File: src/rtl/unary_reduce_pkg.sv
// Shared types and elaboration helpers for the pipelined unary reduction tree.
// Each tree level narrows the operand by 4x; levels are packed back-to-back in one flat bus.
package unary_reduce_pkg;

  typedef enum logic [1:0] {
    OP_AND  = 2'd0,
    OP_OR   = 2'd1,
    OP_XOR  = 2'd2,
    OP_RSVD = 2'd3
  } op_e;

  function automatic logic identity(input op_e op);
    return (op == OP_AND);
  endfunction

  function automatic logic reduce4(input op_e op, input logic [3:0] v);
    logic r;
    case (op)
      OP_AND:  r = &v;
      OP_OR:   r = |v;
      OP_XOR:  r = ^v;
      default: r = 1'b0;
    endcase
    return r;
  endfunction

  // Width of the partial vector after k tree levels.
  function automatic int level_width(input int n, input int k);
    int w;
    w = n;
    for (int i = 0; i < k; i++) w = (w + 3) / 4;
    return w;
  endfunction

  function automatic int num_levels(input int n);
    int lv;
    lv = 0;
    for (int w = n; w > 1; w = (w + 3) / 4) lv++;
    return lv;
  endfunction

  function automatic int level_offset(input int n, input int k);
    int off;
    off = 0;
    for (int i = 0; i < k; i++) off += level_width(n, i);
    return off;
  endfunction

endpackage

File: src/rtl/unary_reduce_stage.sv
// One tree level: pads the incoming vector to a multiple of 4 with the op identity,
// reduces each group of 4, and holds the result in a bubble-collapsing register slice.
module unary_reduce_stage
  import unary_reduce_pkg::*;
#(
  parameter int IN_W  = 32,
  parameter int TAG_W = 4
) (
  input  logic                      clk,
  input  logic                      rst_n,
  input  logic                      in_valid,
  output logic                      in_ready,
  input  logic [IN_W-1:0]           in_vec,
  input  op_e                       in_op,
  input  logic                      in_inv,
  input  logic [TAG_W-1:0]          in_tag,
  output logic                      out_valid,
  input  logic                      out_ready,
  output logic [(IN_W+3)/4-1:0]     out_vec,
  output op_e                       out_op,
  output logic                      out_inv,
  output logic [TAG_W-1:0]          out_tag
);

  localparam int OUT_W = (IN_W + 3) / 4;

  logic [4*OUT_W-1:0] w_padded;
  logic [OUT_W-1:0]   w_reduced;
  logic               w_load;

  logic               r_valid;
  logic [OUT_W-1:0]   r_vec;
  op_e                r_op;
  logic               r_inv;
  logic [TAG_W-1:0]   r_tag;

  always_comb begin
    w_padded            = {(4*OUT_W){identity(in_op)}};
    w_padded[IN_W-1:0]  = in_vec;
    w_reduced           = '0;
    for (int g = 0; g < OUT_W; g++) begin
      w_reduced[g] = reduce4(in_op, w_padded[4*g +: 4]);
    end
  end

  // Load when empty or when the current contents leave this cycle; independent of in_valid.
  assign in_ready = ~r_valid | out_ready;
  assign w_load   = in_valid & in_ready;

  always_ff @(posedge clk or negedge rst_n) begin
    if (!rst_n) begin
      r_valid <= 1'b0;
      r_vec   <= '0;
      r_op    <= OP_AND;
      r_inv   <= 1'b0;
      r_tag   <= '0;
    end else begin
      if (in_ready) r_valid <= in_valid;
      if (w_load) begin
        r_vec <= w_reduced;
        r_op  <= in_op;
        r_inv <= in_inv;
        r_tag <= in_tag;
      end
    end
  end

  assign out_valid = r_valid;
  assign out_vec   = r_vec;
  assign out_op    = r_op;
  assign out_inv   = r_inv;
  assign out_tag   = r_tag;

endmodule

File: src/rtl/pipelined_unary_reduce.sv
// Registered, back-pressured N-bit AND/OR/XOR reduction built as a radix-4 tree,
// one register level per tree level; inversion and reserved-op forcing happen at the output.
module pipelined_unary_reduce
  import unary_reduce_pkg::*;
#(
  parameter int N     = 32,
  parameter int TAG_W = 4
) (
  input  logic             clk,
  input  logic             rst_n,
  input  logic             in_valid,
  output logic             in_ready,
  input  logic [N-1:0]     in_a,
  input  logic [1:0]       in_op,
  input  logic             in_inv,
  input  logic [TAG_W-1:0] in_tag,
  output logic             out_valid,
  input  logic             out_ready,
  output logic             out_c,
  output logic             out_err,
  output logic [TAG_W-1:0] out_tag
);

  localparam int LAT      = num_levels(N);
  localparam int TOTAL_W  = level_offset(N, LAT + 1);
  localparam int LAST_OFF = level_offset(N, LAT);

  // Level k's partial vector lives at level_offset(N,k) in this flat bus; level 0 is the operand.
  logic [TOTAL_W-1:0] w_vec;
  logic [LAT:0]       w_valid;
  logic [LAT:0]       w_ready;
  logic [LAT:0]       w_inv;
  op_e                w_op  [LAT+1];
  logic [TAG_W-1:0]   w_tag [LAT+1];

  assign w_vec[N-1:0] = in_a;
  assign w_valid[0]   = in_valid;
  assign in_ready     = w_ready[0];
  assign w_op[0]      = op_e'(in_op);
  assign w_inv[0]     = in_inv;
  assign w_tag[0]     = in_tag;

  for (genvar k = 0; k < LAT; k++) begin : g_level
    localparam int IW   = level_width(N, k);
    localparam int OW   = level_width(N, k + 1);
    localparam int IOFF = level_offset(N, k);
    localparam int OOFF = level_offset(N, k + 1);

    unary_reduce_stage #(
      .IN_W  (IW),
      .TAG_W (TAG_W)
    ) u_stage (
      .clk       (clk),
      .rst_n     (rst_n),
      .in_valid  (w_valid[k]),
      .in_ready  (w_ready[k]),
      .in_vec    (w_vec[IOFF +: IW]),
      .in_op     (w_op[k]),
      .in_inv    (w_inv[k]),
      .in_tag    (w_tag[k]),
      .out_valid (w_valid[k+1]),
      .out_ready (w_ready[k+1]),
      .out_vec   (w_vec[OOFF +: OW]),
      .out_op    (w_op[k+1]),
      .out_inv   (w_inv[k+1]),
      .out_tag   (w_tag[k+1])
    );
  end

  assign w_ready[LAT] = out_ready;
  assign out_valid    = w_valid[LAT];
  assign out_err      = (w_op[LAT] == OP_RSVD);
  assign out_c        = out_err ? 1'b0 : (w_inv[LAT] ^ w_vec[LAST_OFF]);
  assign out_tag      = w_tag[LAT];

endmodule

File: config.mk
export PLATFORM = sky130hd
export DESIGN_NAME = pipelined_unary_reduce
export DESIGN_NICKNAME = d
export VERILOG_FILES = /design/src/rtl/unary_reduce_pkg.sv /design/src/rtl/unary_reduce_stage.sv /design/src/rtl/pipelined_unary_reduce.sv
export SDC_FILE = /design/constraint.sdc
export NUM_CORES = 1
export LEC_CHECK = 0
export CAP_MARGIN = 20
export CORE_UTILIZATION = 55
export CTS_CLUSTER_DIAMETER = 50
export DETAILED_ROUTE_END_ITERATION = 8
export PLACE_DENSITY = 0.9
export SLEW_MARGIN = 40
export SYNTH_ARGS = -nofsm -noshare
export SYNTH_HDL_FRONTEND = slang
export SYNTH_SLANG_ARGS = --single-unit
export TNS_END_PERCENT = 1
File: constraint.sdc
create_clock -name clk -period 3.5 [get_ports clk]
set_input_delay 0.35 -clock clk [delete_from_list [all_inputs] [get_ports clk]]
set_output_delay 0.35 -clock clk [all_outputs]
set_load 0.005 [all_outputs]
==> impl_metrics.csv, run 1 <==
group,metric,value,unit
run_status,status,"finished, final reports clean",
global_route,grt-ovfl-total,0,
routing,dr.pass1.iters,2,
sta,fin_crit_sh,64.45,%
cells_and_area,fillers,299,
clock_network,cts-buffers-inserted,5,
global_route,grt_use_total,19.88,%
floorplan,io_pins,51,
sta,setup_violations,0,
placed_design,dp_hpwl,3264,µm
critical_path,worstSetupPathType,"input pin to output pin",
yosys,synth.net_count,305,
routing,detail_route.wl_per_cell,12.63,µm
pwr,powerDensity,437.5,nW/µm²
cells_and_area,multi_input_area,1306,µm²
yosys,ys_types,25,
clock_network,postCtsHoldBufs,0,
routing,initialDrtViolationCount,79,
cells_and_area,antenna_cells,0,
clock_network,clk_path_buf_depth,2,
global_route,grt_max_degree,36,
critical_path,critPathLaunchType,"input pin",
cells_and_area,fin_nets,355,
clock_network,path_clk_slew,0.06,ns
floorplan,core,4086,µm²
clock_network,cts.htree.levels,2,
routing,drt_wl_total,4053,µm
critical_path,cpLargestDelayFamily,"buffers and inverters",
sta,hold_viol_final,0,
routing,drtAntennaViolNets,0,
critical_path,cp_cell_sequence,"clkdlybuf4s50_1, nand4b_1, clkdlybuf4s50_1",
sta,max_freq,0.4433,GHz
floorplan,die_height,67.94,µm
cells_and_area,drive_above_1_share,11.07,%
clock_network,cts_root_buf,"clkbuf_8",
pwr,max-vdd-ir-drop,0.1804,mV
routing,viasPerCell,5.302,
cells_and_area,area_delta_synth_final,25.90,%
cells_and_area,final_common_cell,"clkdlybuf4s50_1",
yosys,ys_seq_area_share,36.63,%
sta,relSlewSlack,55.99,%
sta,report.final.slew_viol_count,0,
yosys,yosys.area.top_type_share,36.63,%
critical_path,cp-end-kind,"output pin",
cells_and_area,area.sequential,875.8,µm²
yosys,syn_area_per_cell,10.87,µm²
routing,vias,1702,
clock_network,ctsResizeCount,0,
cells_and_area,final_cell_mix,"50 x clkdlybuf4s50_1, 42 x inv_1, 42 x ha_1, 35 x dfrtp_1, 15 x mux2_2",
critical_path,cp.arrival,1.91,ns
clock_network,cts_tree,"built",
floorplan,die_area,4615,µm²
yosys,synth_ff_type,"dfrtp_1",
sta,fin_crit,2.256,ns
global_route,antenna_found_initial,0,
yosys,synth_area_leaders,"dfrtp_1 37%, ha_1 22%, mux2_2 7.1%",
yosys,syn-cell-area,2391,µm²
clock_network,clock_latency,0.29,ns
critical_path,critPathSlowestCell,"clkdlybuf4s50_1",
sta,fin_worst_skew,0.003875,ns
global_route,grt_pass1_wl,6706,µm
critical_path,path_buf_inv,2,
yosys,synth_warnings,0,
sta,worst_pin_slew,0.6581,ns
routing,drc_errors,0,
yosys,yosys.area.top_type,"dfrtp_1",
job,maxCapViolCount,0,
floorplan,fp-row-count,23,
critical_path,crit_top_cell,"clkdlybuf4s50_1",
worst_hold_path,hold_path.class,"input pin to asynchronous set/reset pin",
floorplan,die_w,67.94,µm
critical_path,cpPeakStageDelay,0.61,ns
sta,setup_tns,0,ns
placed_design,placed_cells,313,
critical_path,cp_max_fo,12,
critical_path,required,3.15,ns
yosys,synthArstFlopShare,100.0,%
clock_network,cts_sinks,35,
yosys,ys_seq_elements,35,
placed_design,port_buffers,50,
pwr,p_total,0.001317,W
sta,rsz0062_at_grt,"false",
pwr,leakagePower,1.480,nW
global_route,grt_pass1_vias,1636,
placed_design,routabilityCongestion,0.7547,
floorplan,initial_core_util,58.51,%
cells_and_area,layoutNonFillerInstCount,321,
yosys,synth_edf_count,0,
yosys,synthCells,220,
clock_network,post_cts_buffers,0,
[power breakdown]
group          total [W]  switching [W]  leakage [nW]  internal [W]
clock           0.000317       0.000138        0.0515      0.000179
sequential      0.000567      0.0000627         0.404      0.000504
combinational   0.000434       0.000164          1.02      0.000269
[cell families after synthesis]
group,Yosys count,share of synthesized area [%]
adder cells (fa/ha/maj),42,21.98
multiplexers,23,11.88
AO/OA/AOI/OAI,41,12.51
XOR/XNOR,11,4.030
AND/OR/NAND/NOR,18,4.239
buffers and inverters,50,8.738
flip-flops,35,36.63
[path summary, 6_finish.rpt]
path | start | cells after the start | end | slack (ns)
setup / recovery | out_ready | 3 | in_ready | 1.24
min in group clk | g_level[2].u_stage.out_op[0] | 1 | g_level[2].u_stage.out_op[0] | 0.50
hold / removal | rst_n | 2 | g_level[1].u_stage.out_valid | 0.48
max in group asynchronous | rst_n | 2 | g_level[1].u_stage.out_tag[2] | 2.72
setup reg to reg | g_level[0].u_stage.out_valid | 3 | g_level[0].u_stage.out_inv | 1.66
hold reg to reg | g_level[2].u_stage.out_op[0] | 1 | g_level[2].u_stage.out_op[0] | 0.50
[layout make-up]
class	instances	share of cell area (%)
Clock buffer	8	3.325
Multi-Input combinational cell	135	43.39
Tap cell	50	2.078
Sequential cell	35	29.09
Inverter	42	5.237
Timing Repair Buffer	51	16.87
[worst register-to-register path, cell delays in order, from the launching register on]
cell and delay (ns):
dfrtp_1 0.43, nand4b_1 0.45, and2_1 0.50, mux2_4 0.35
[per-stage QoR]
step	hold WS [ns]	instance area [µm²]	util (%)	setup WS, ns
5_1_grt	0.5156	3010	73.67	1.127
4_1_cts	0.4855	3010	73.67	1.240
6_report	0.4779	3010	73.67	1.244
2_1_floorplan	0.05441	2391	-	2.255
3_3_place_gp	0.4811	2910	71.22	1.276
3_5_place_dp	0.4894	2910	71.22	1.254
[state kept, by name, indices dropped and copies added (netlist names)]
register and cells:
g_level.u_stage.out_tag 12, g_level.u_stage.out_vec 11, g_level.u_stage.out_inv 3, g_level.u_stage.out_valid 3, g_level.u_stage.out_op 6
[layer usage]
layer  part of all wire, %  global-route usage, %
met4                   1.5                  8.854
met5                     0                      0
met2                    52                  36.52
met1                    42                  20.69
met3                   4.4                  5.667
[cell usage after synthesis (5+ instances only)]
cell type,instances
xnor2_1,9
ha_1,42
nand2_1,5
mux2_4,7
buf_2,5
a21oi_1,12
inv_1,42
dfrtp_1,35
nand2b_1,6
a311oi_1,8
mux2_2,15
a2bb2oi_1,8
o211ai_1,8
Power figures use the tool's default switching activity.
==> run 2, diff against run 1 <==
- CORE_UTILIZATION: 55 -> 46
- PLACE_DENSITY: 0.9 -> 0.81
- clock period: 3.5 -> 2 ns (I/O delays scaled with it)
==> impl_metrics.csv, run 2 (synthesis results as in run 1) <==
group,metric,value,unit
cells_and_area,area_delta_synth_final,27.58,%
pwr,powerDensity,733.1,nW/µm²
critical_path,required,1.80,ns
routing,detail_route.wl_per_cell,12.09,µm
cells_and_area,final_common_cell,"clkdlybuf4s50_1",
clock_network,cts_sinks,35,
sta,setup_violations,0,
floorplan,initial_core_util,49.32,%
placed_design,port_buffers,50,
sta,worst_pin_slew,0.4994,ns
critical_path,cp_max_fo,6,
clock_network,clock_latency,0.28,ns
routing,viasPerCell,4.939,
floorplan,die_area,5490,µm²
clock_network,clk_path_buf_depth,2,
clock_network,cts-buffers-inserted,5,
placed_design,dp_hpwl,3384,µm
sta,max_freq,0.5947,GHz
clock_network,cts_root_buf,"clkbuf_8",
sta,fin_worst_skew,0.002666,ns
floorplan,fp-row-count,25,
job,maxCapViolCount,0,
sta,relSlewSlack,66.70,%
sta,fin_crit,1.681,ns
cells_and_area,fin_nets,360,
pwr,max-vdd-ir-drop,0.3210,mV
critical_path,critPathLaunchType,"register",
clock_network,postCtsHoldBufs,0,
sta,setup_tns,0,ns
clock_network,path_clk_slew,0.07,ns
cells_and_area,largest_reg_flops,12,
sta,fin_crit_sh,84.07,%
clock_network,post_cts_buffers,0,
global_route,grt_use_total,17.48,%
cells_and_area,drive_above_1_share,12.32,%
cells_and_area,antenna_cells,0,
global_route,grt_pass1_wl,7438,µm
floorplan,die_height,74.10,µm
cells_and_area,final_cell_mix,"50 x clkdlybuf4s50_1, 42 x inv_1, 42 x ha_1, 35 x dfrtp_1, 15 x mux2_2",
global_route,grt_pass1_vias,1783,
routing,drt_wl_total,4146,µm
global_route,grt_max_degree,36,
placed_design,routabilityCongestion,0.7390,
sta,report.final.slew_viol_count,0,
pwr,leakagePower,1.494,nW
cells_and_area,final_util,62.92,%
floorplan,io_pins,51,
clock_network,ctsResizeCount,0,
sta,hold_viol_final,0,
floorplan,core,4848,µm²
global_route,antenna_found_initial,0,
routing,drc_errors,0,
routing,initialDrtViolationCount,43,
critical_path,cp-end-kind,"output pin",
sta,rsz0062_at_grt,"false",
critical_path,worstSetupPathType,"register to output pin",
routing,vias,1694,
run_status,status,"finished, final reports clean",
routing,dr.pass1.iters,4,
clock_network,cts_tree,"built",
cells_and_area,fillers,401,
worst_hold_path,hold_path.class,"input pin to asynchronous set/reset pin",
floorplan,die_w,74.10,µm
global_route,grt-ovfl-total,0,
routing,drtAntennaViolNets,0,
clock_network,cts.htree.levels,2,
critical_path,cp.arrival,1.48,ns
[run 2: changes by cell type in the layout (fill, tap and decap cells not counted), sizes merged]
| cell | previous run | this run |
|---|---|---|
| buf | 1 | 6 |
| clkbuf | 8 | 7 |
| clkinv | 0 | 1 |
[run 2: final cells by class]
| cell class | count | area [µm²] | area share (%) |
|---|---|---|---|
| multi-input combinational | 135 | 1306 | 42.82 |
| sequential | 35 | 875.8 | 28.71 |
| timing repair buffer | 56 | 545.5 | 17.88 |
| inverter | 42 | 157.7 | 5.168 |
| tap | 67 | 83.83 | 2.748 |
| clock buffer | 7 | 76.32 | 2.502 |
| clock inverter | 1 | 5.005 | 0.1641 |
[run 2: worst paths after layout]
kind | from | to | slack [ns] | depth (start not counted)
worst min-delay path | rst_n | g_level[2].u_stage.out_tag[0] | 0.35 | 2
worst max register to register | g_level[0].u_stage.out_valid | g_level[0].u_stage.out_tag[3] | 0.45 | 3
min in group clk | g_level[1].u_stage.out_tag[2] | g_level[2].u_stage.out_tag[2] | 0.50 | 1
max in group asynchronous | rst_n | g_level[2].u_stage.out_vec | 1.34 | 2
worst max-delay path | g_level[0].u_stage.out_valid | in_ready | 0.32 | 2
worst min register to register | g_level[1].u_stage.out_tag[2] | g_level[2].u_stage.out_tag[2] | 0.50 | 1
[run 2: metrics by stage]
| stage | worst slack (ns) | total power (W) | instance area [µm²] | hold WS, ns | cells |
|---|---|---|---|---|---|
| finish | 0.3186 | 0.002236 | 3050 | 0.3543 | 343 |
| global route | 0.2505 | 0.002424 | 3050 | 0.3834 | 343 |
| CTS | 0.3218 | 0.002273 | 3050 | 0.3597 | 343 |
| detailed placement | 0.2061 | 0.001790 | 2969 | 0.4926 | 335 |
| global placement | 0.2753 | 0.001751 | 2969 | 0.4809 | 335 |
| floorplan | 0.7583 | 0.001453 | 2391 | -0.09559 | 220 |
[run 2: report_power, final]
| group | switching [W] | total (W) | internal, W |
|---|---|---|---|
| Clock | 0.000232 | 0.000476 | 0.000244 |
| Sequential | 0.000108 | 0.000990 | 0.000882 |
| Combinational | 0.000293 | 0.000771 | 0.000478 |
| Total | 0.000632 | 0.00224 | 0.00160 |
[run 2: critical path: stages (launching register included)]
cell and delay (ns):
dfrtp_1 0.43, nand4b_1 0.19, clkdlybuf4s50_1 0.58
[run 2: layer usage]
metal	part of all wire (%)	vias up	global-route usage (%)
met2	51	43	33.13
met1	44	796	19.59
met4	0.55	0	4.487
met3	4.1	2	3.930
li1	-	853	-
met5	0	-	0
==> run 3, diff against run 2 <==
- clock period: 2 -> 1.45 ns (I/O delays scaled with it)
==> impl_metrics.csv, run 3 (synthesis results as in run 1) <==
group,metric,value,unit
run_status,status,"finished, final reports clean",
critical_path,cp.arrival,1.26,ns
floorplan,core,4848,µm²
routing,vias,1766,
routing,viasPerCell,4.892,
routing,drtAntennaViolNets,0,
placed_design,placed_cells,351,
floorplan,die_w,74.10,µm
cells_and_area,layoutNonFillerInstCount,361,
placed_design,dp_hpwl,3475,µm
cells_and_area,largest_reg_flops,12,
floorplan,die_area,5490,µm²
pwr,powerDensity,976.4,nW/µm²
pwr,p_sw_share,28.13,%
sta,fin_crit_sh,97.03,%
sta,report.final.slew_viol_count,0,
critical_path,required,1.31,ns
routing,dr.pass1.iters,6,
cells_and_area,fin_nets,378,
critical_path,cp_max_fo,2,
cells_and_area,area_delta_synth_final,33.49,%
sta,fin_worst_skew,0.003303,ns
clock_network,cts_sinks,35,
pwr,leakagePower,1.607,nW
clock_network,path_clk_slew,0.06,ns
placed_design,port_buffers,50,
sta,hold_viol_final,0,
pwr,clockPowerShare,20.9,%
routing,drc_errors,0,
cells_and_area,antenna_cells,0,
sta,worst_pin_slew,0.4218,ns
pwr,comb_power_share,35.4,%
sta,fin_crit,1.407,ns
global_route,grt_max_degree,36,
cells_and_area,fillers,403,
global_route,grt_pass1_wl,7217,µm
global_route,grt_use_total,17.13,%
global_route,antenna_found_initial,0,
pwr,max-vdd-ir-drop,0.4562,mV
floorplan,initial_core_util,49.32,%
routing,drt_wl_total,4178,µm
critical_path,worstSetupPathType,"register to output pin",
cells_and_area,drive_above_1_share,18.03,%
routing,initialDrtViolationCount,39,
cells_and_area,multi_input_area,1308,µm²
worst_hold_path,hold_path.class,"input pin to register",
global_route,grt_pass1_vias,1808,
pwr,p_int,0.002240,W
cells_and_area,final_common_cell,"clkdlybuf4s50_1",
cells_and_area,final_util,65.83,%
floorplan,io_pins,51,
sta,rsz0062_at_grt,"true",
clock_network,clock_latency,0.28,ns
clock_network,cts_tree,"built",
floorplan,die_height,74.10,µm
floorplan,fp-row-count,25,
routing,detail_route.wl_per_cell,11.57,µm
pwr,seqPwrFrac,43.7,%
critical_path,cp-end-kind,"output pin",
clock_network,cts-buffers-inserted,5,
sta,setup_violations,0,
critical_path,critPathLaunchType,"register",
cells_and_area,fin_area,3192,µm²
job,maxCapViolCount,0,
clock_network,cts_root_buf,"clkbuf_8",
sta,relSlewSlack,71.88,%
placed_design,place_area,3089,µm²
cells_and_area,final_cell_mix,"45 x clkdlybuf4s50_1, 42 x inv_1, 42 x ha_1, 35 x dfrtp_1, 24 x buf_4",
placed_design,routabilityCongestion,0.7427,
global_route,grt-ovfl-total,0,
sta,holdWs,0.2190,ns
clock_network,cts.htree.levels,2,
clock_network,postCtsHoldBufs,0,
clock_network,clk_path_buf_depth,2,
sta,max_freq,0.7108,GHz
cells_and_area,area.sequential,875.8,µm²
pwr,net-switching-power,0.0008766,W
==> run 3: cell types whose count changed in the layout (fill, tap and decap cells not counted) <==
cell and change:
buf_4 +18, clkdlybuf4s50_1 -5, dlymetal6s2s_1 +3, dlygate4sd2_1 +2
and2_1 -1, and2_2 +1
==> run 3: per-stage QoR <==
stage	setup WS, ns	setup TNS, ns	power, W
after floorplan	0.2083	0	0.002004
after global placement	-0.1497	-2.474	0.002463
after detailed placement	-0.1741	-2.890	0.002518
after CTS	0.01916	0	0.003180
after global routing	-0.04062	-0.04062	0.003354
final	0.04308	0	0.003116
==> run 3: layer usage <==
layer | vias to the layer above | global-route usage, % | wire [µm] | share of wire [%]
met5 | - | 0 | 0 | 0
met4 | 0 | 6.410 | 52 | 1.2
met3 | 5 | 4.065 | 177 | 4.2
met2 | 41 | 33.64 | 2203 | 53
met1 | 828 | 17.26 | 1745 | 42
li1 | 892 | - | - | -
==> run 3: power by group through the flow <==
stage	Sequential, W	Combinational (W)	Clock (W)
6_report	0.00136	0.00110	0.000651
5_1_grt	0.00139	0.00124	0.000720
3_5_place_dp	0.00138	0.00113	0
2_1_floorplan	0.00135	0.000653	0
4_1_cts	0.00137	0.00113	0.000684
3_3_place_gp	0.00137	0.00109	0
==> run 3: timing repair <==
item / CTS / global route
setup buffers: 2 / 0
gates resized for setup: 2 / 4
pin swaps: 1 / 0
setup endpoints to repair: 2 / 6
==> run 3: layout make-up <==
type,count,area share (%)
Tap cell,67,2.626
Clock buffer,7,2.391
Clock inverter,1,0.1568
Multi-Input combinational cell,135,40.96
Inverter,42,4.939
Timing Repair Buffer,74,21.48
Sequential cell,35,27.44
==> run 3: worst max-delay path, stage by stage (launching register included) <==
cell,delay [ns]
dfrtp_1,0.37
nand4b_1,0.17
buf_4,0.18
dlygate4sd2_1,0.27
==> run 3: final timing paths <==
check	startpoint	endpoint	slack (ns)	cells after the start
worst min register to register	g_level[2].u_stage.out_op[1]	g_level[2].u_stage.out_op[1]	0.50	1
worst min-delay path	out_ready	g_level[2].u_stage.out_valid	0.22	3
max in group asynchronous	rst_n	g_level[0].u_stage.out_tag[0]	0.88	2
worst max-delay path	g_level[2].u_stage.out_valid	in_ready	0.04	3
min in group asynchronous	rst_n	g_level[2].u_stage.out_valid	0.27	2
worst max register to register	g_level[2].u_stage.out_valid	g_level[1].u_stage.out_op[1]	0.10	4
